### src/rtl/sipo_collector_32bit.sv
// sipo_collector_32bit: assembles a qualified serial bit stream into words behind a one-entry valid/ready buffer.
module sipo_collector_32bit #(
  parameter int WIDTH = 32,
  parameter bit MSB_FIRST = 1'b1
) (
  input  logic                     clk,
  input  logic                     clear,
  input  logic                     si,
  input  logic                     si_valid,
  input  logic                     sync,
  output logic [WIDTH-1:0]         dout,
  output logic                     dout_valid,
  input  logic                     dout_ready,
  output logic [$clog2(WIDTH):0]   bit_cnt,
  output logic                     overflow
);
  localparam int CW = $clog2(WIDTH) + 1;
  typedef enum logic {EMPTY, FULL} state_t;
  state_t state, nstate;
  logic [WIDTH-1:0] shreg, shifted, sync_word, nshreg;
  logic [CW-1:0] ncnt;
  logic done, load, drop;
  always_comb begin
    shifted   = MSB_FIRST ? {shreg[WIDTH-2:0], si} : {si, shreg[WIDTH-1:1]};
    sync_word = MSB_FIRST ? {{(WIDTH-1){1'b0}}, si} : {si, {(WIDTH-1){1'b0}}};
    done      = si_valid & ~sync & (bit_cnt == CW'(WIDTH - 1));
    load      = done & ((state == EMPTY) | dout_ready);
    drop      = done & (state == FULL) & ~dout_ready;
    nshreg    = sync ? (si_valid ? sync_word : '0) : si_valid ? shifted : shreg;
    ncnt      = sync ? (si_valid ? CW'(1) : '0) : done ? '0 : si_valid ? bit_cnt + 1'b1 : bit_cnt;
    nstate    = load ? FULL : (state == FULL && dout_ready) ? EMPTY : state;
  end
  always_ff @(posedge clk) begin
    if (clear) begin
      state    <= EMPTY;
      shreg    <= '0;
      bit_cnt  <= '0;
      dout     <= '0;
      overflow <= 1'b0;
    end else begin
      state    <= nstate;
      shreg    <= nshreg;
      bit_cnt  <= ncnt;
      if (load) dout <= shifted;
      if (drop) overflow <= 1'b1;
    end
  end
  assign dout_valid = (state == FULL);
endmodule

### config.mk
export PLATFORM = sky130hd
export DESIGN_NAME = sipo_collector_32bit
export DESIGN_NICKNAME = d
export VERILOG_FILES = /design/src/rtl/sipo_collector_32bit.sv
export SDC_FILE = /design/constraint.sdc
export NUM_CORES = 1
export LEC_CHECK = 0
export BUFFER_PORTS_ARGS = -buffer_cell sky130_fd_sc_hd__buf_4
export CORE_MARGIN = 4
export CORE_UTILIZATION = 40
export CTS_CLUSTER_DIAMETER = 120
export DETAILED_ROUTE_END_ITERATION = 8
export PLACE_DENSITY = 0.67
export SYNTH_ARGS = -nofsm -noshare
export SYNTH_HDL_FRONTEND = slang
export SYNTH_SLANG_ARGS = --single-unit
### constraint.sdc
create_clock -name clk -period 1.9 [get_ports clk]
set_clock_uncertainty 0.05 [all_clocks]
set_input_delay 0.285 -clock clk [delete_from_list [all_inputs] [get_ports clk]]
set_output_delay 0.285 -clock clk [all_outputs]
set_load 0.01 [all_outputs]
Yosys cells after proc, flatten, opt, wreduce, memory -nomap -nowiden
Index checks and enable logic that the tools add are counted.
{ "totals": {"regBits": 71, "input_bits": 6, "out_inout_bits": 40, "elab_cells": 29} }
{ "op_classes": {"reduce_logical": 4, "bitwise_logic": 9, "n_eq_ne": 1, "addsub": 1, "mux": 9} }
{ "op_table": {"columns": ["operator", "count"], "rows": [
  ["31-bit two-way mux", 2],
  ["6-bit two-way mux", 3],
  ["6-bit by 1-bit adder with 6-bit output, second input constant", 1],
  ["6-bit by 5-bit == test with 1-bit output, second input constant", 1],
  ["1-bit AND", 5],
  ["1-bit two-way mux", 4],
  ["2-bit nonzero test", 2],
  ["1-bit NOT", 3],
  ["3-bit nonzero test", 1],
  ["1-bit logical AND", 1],
  ["1-bit bitwise OR", 1]
]} }

Depth between registers and ports, before layout
{ "depth": {"word_depth": 5, "mapped_depth": 5, "mapped_depth_nobuf": 4} }

Worst setup path after synthesis
OpenSTA, ideal clock, no wires.
{ "synth_path": {"kind": "register to register", "from": "register bit_cnt[0]", "to": "register dout[0]", "path_buffers": 1, "arrival_time_ns": 1.551, "slack_ns": 0.228, "required_ns": 1.778, "setup_ns": 0.072, "path_stages_with_launch": 6, "synth_period_minus_slack_ns": 1.672, "path_cell_list": "dfxtp_1 > ha_1 > nand2_1 > nor4b_4 > buf_6 > mux2i_1"} }
{ "synth_between": {"elab_chain_len": 3} }
{ "synth_rtl": {"columns": ["item", "line", "rtl"], "rows": [
  ["start, declared", "14", "output logic [$clog2(WIDTH):0] bit_cnt,"],
  ["start signal, assigned", "43", "bit_cnt <= ncnt;"],
  ["6-bit by 5-bit == test with 1-bit output", "26", "done = si_valid & ~sync & (bit_cnt == CW'(WIDTH - 1));"],
  ["1-bit AND", "26", null],
  ["1-bit AND", "27", "load = done & ((state == EMPTY) | dout_ready);"],
  ["end signal, assigned", "44", "if (load) dout <= shifted;"],
  ["end, declared", "11", "output logic [WIDTH-1:0] dout,"]
]} }
No other way between the ends.
A chain may end at the register's enable or synchronous reset.

Worst setup path after layout
{ "layout_path": {"from": "register bit_cnt[0]", "to": "register dout[31]"} }
Same word-level chain as after synthesis.

==> flow_summary.yaml <==
run_status:
  status: "complete, no violations"
sta:
  fmax_ghz: 0.577
  tns_ns: 0
  fin_ws_ns: 0.168
  finalHoldViolCount: 0
  period_minus_slack_ns: 1.73
  setup_viol: 0
  final.period_utilization_pct: 91.2
  slew_headroom_pct: 56.4
  worstMarginPinSlew_ns: 0.654
  timing.final.max_slew_violations: 0
  rsz0062_at_grt: "no"
synth:
  yosys_warnings: 0
  synthFlopType: "dfxtp_1"
  synth_top_area_cell: "dfxtp_1"
  synth_fp_nets: 290
  synth_cell_types: 28
  syn_inst: 283
  synth_top_area_share_pct: 48.8
  ys_top_cells_by_count: "dfxtp_1 (71), nand2b_1 (65), mux2i_1 (63), nor2_1 (34), clkbuf_1 (12)"
  yosysMostFrequentCell: "dfxtp_1"
  async_flop_share_pct: 0
  synth_top_cells_by_area: "dfxtp_1 (49%), mux2i_1 (22%), nand2b_1 (14%)"
  ys_seq_area_share_pct: 48.8
  synth_edf_count: 0
  syn_avg_cell_area_um2: 10.3
  syn-cell-area_um2: 2920
  synth_seq_cells: 71
clocking:
  cts_tree: "done"
  clkLatencyLatePin_ns: 0.34
  h-tree-depth: 3
  clock_sinks: 71
  cts_resized: 0
  post_cts_buffers: 0
  cts.path.max_buffers: 2
  cts-hold-fix-buffers: 0
  cts_root_buf: "clkbuf_8"
  cts.clk_slew.worst_paths_ns: 0.07
  cts_made_buffers: 9
route:
  vias_per_cell: 4.68
  drc_errors: 0
  routedWlPerCell_um: 12.4
  ant_nets: 0
  num_vias: 1998
  drt_iter0_markers: 46
  dr.pass1.iters: 4
  wirelength_um: 5300
global_route:
  grt_overflow: 0
  grt_pass1_wl_um: 8980
  track_usage_pct: 13.0
  grt_max_degree: 40
  antenna_found_initial: 0
  grt_pass1_vias: 1950
floorplan:
  core_area_um2: 6940
  boundaryPins: 46
  die_area_um2: 8720
  die_height_um: 93.4
  initial_core_util_pct: 42.0
  die_w_um: 93.4
  rows: 30
place:
  hpwlAfterDp_um: 3410
  gp_congestion: 0.828
  io_buffers: 45
  place_inst: 411
  place_area_um2: 3330
  dp_slack_ns: 0.183
worst_setup_path:
  cp.depth: 5
  crit_family: "simple AND/OR/NAND/NOR gates"
  critical_path_buf_inv_count: 1
  critical_path_required_ns: 2.11
  crit_path_end_kind: "register"
  arrival_ns: 1.94
  worstRegToRegCells: 5
  cp_cell_sequence: "ha_1 > nand2_1 > nor4b_4 > buf_4 > mux2i_1"
  slowest_delay_ns: 0.41
  critical_path_class: "reg2reg"
  cp_slowest_cell: "dfxtp_1"
  crit_fanout: 11
  worstSetupStartpointType: "register"
layout:
  final_cell_area_um2: 3500
  fillers: 653
  area_delta_synth_final_pct: 20.2
  num_antenna_cells: 0
  drive_gt1_share_pct: 20.5
  instances_no_fill: 427
  multiInputGateArea_um2: 1390
  nNetsFinal: 333
  seq_area_um2: 1420
power:
  p_leak_uw: 0.00135
  vdd_ir_drop_max_mv: 0.295
  cellPowerDensity_nw_per_um2: 762
flow_run:
  maxCapViolCount: 0
hold_path:
  hp-class: "in2reg"
  hold_path_depth: 3
==> layer usage <==
layer  up-vias  share of wire (%)  global-route usage, %
met1       926                 51                   16.7
li1       1021                  -                      -
met4         0                2.2                   7.69
met3        12                3.4                   2.90
met5         -                  0                      0
met2        39                 44                   20.0
==> report_power, final <==
part	internal (uW)	total, uW	switching, uW
logic	51.9	110	57.9
registers	1490	1500	4.10
clock network	550	1060	514
total	2090	2670	576
==> placed cells by master, fill, tap and decap left out, types with 2 or more instances in the layout <==
cell type and n:
nor2_1 34, inv_1 2, a21oi_1 6, xor2_1 2, buf_4 50, clkbuf_1 5, dfxtp_1 71, mux2i_1 63
o21ai_0 2, nor3b_1 2, clkbuf_8 11, nand2b_1 65, nand3_1 3
==> sequential cells by signal (all words and copies together) (netlist names) <==
signal / cells
dout_valid: 1
overflow: 1
shreg: 31
dout: 32
bit_cnt: 6
==> worst paths after layout <==
kind / startpoint / endpoint / slack (ns)
min: si / shreg[0] / 0.14
min reg2reg: overflow / overflow / 0.40
max: bit_cnt[0] / dout[31] / 0.17
max reg2reg: bit_cnt[0] / dout[31] / 0.17
==> kinds of logic after synthesis <==
family,count (synthesis),synth area share (%)
compound gates,10,1.85
xor+xnor,2,0.601
fa+ha+maj,1,0.429
buf+inv,21,3.60
flops,71,48.8
mux,63,21.6
simple gates,115,23.1
==> cell type report <==
class	count	area share, %
inverters	2	0.214
well taps	96	3.43
flip-flops and latches	71	40.6
multi-input cells	191	39.6
repair buffers	51	11.3
clock buffers	16	4.86
==> per-stage QoR <==
step	total power, uW	utilization [%]	hold WS, ns
6_report	2670	50.5	0.142
5_1_grt	2780	50.5	0.137
4_1_cts	2700	50.5	0.131
3_5_place_dp	1640	48.0	0.389
3_3_place_gp	1640	48.0	0.385
2_1_floorplan	1610	-	0.376
==> tightest hold or removal path, stage by stage <==
cell     delay, ns
buf_4         0.09
a21oi_1       0.05
nor2_1        0.07
(Power assumes the default switching activity.)
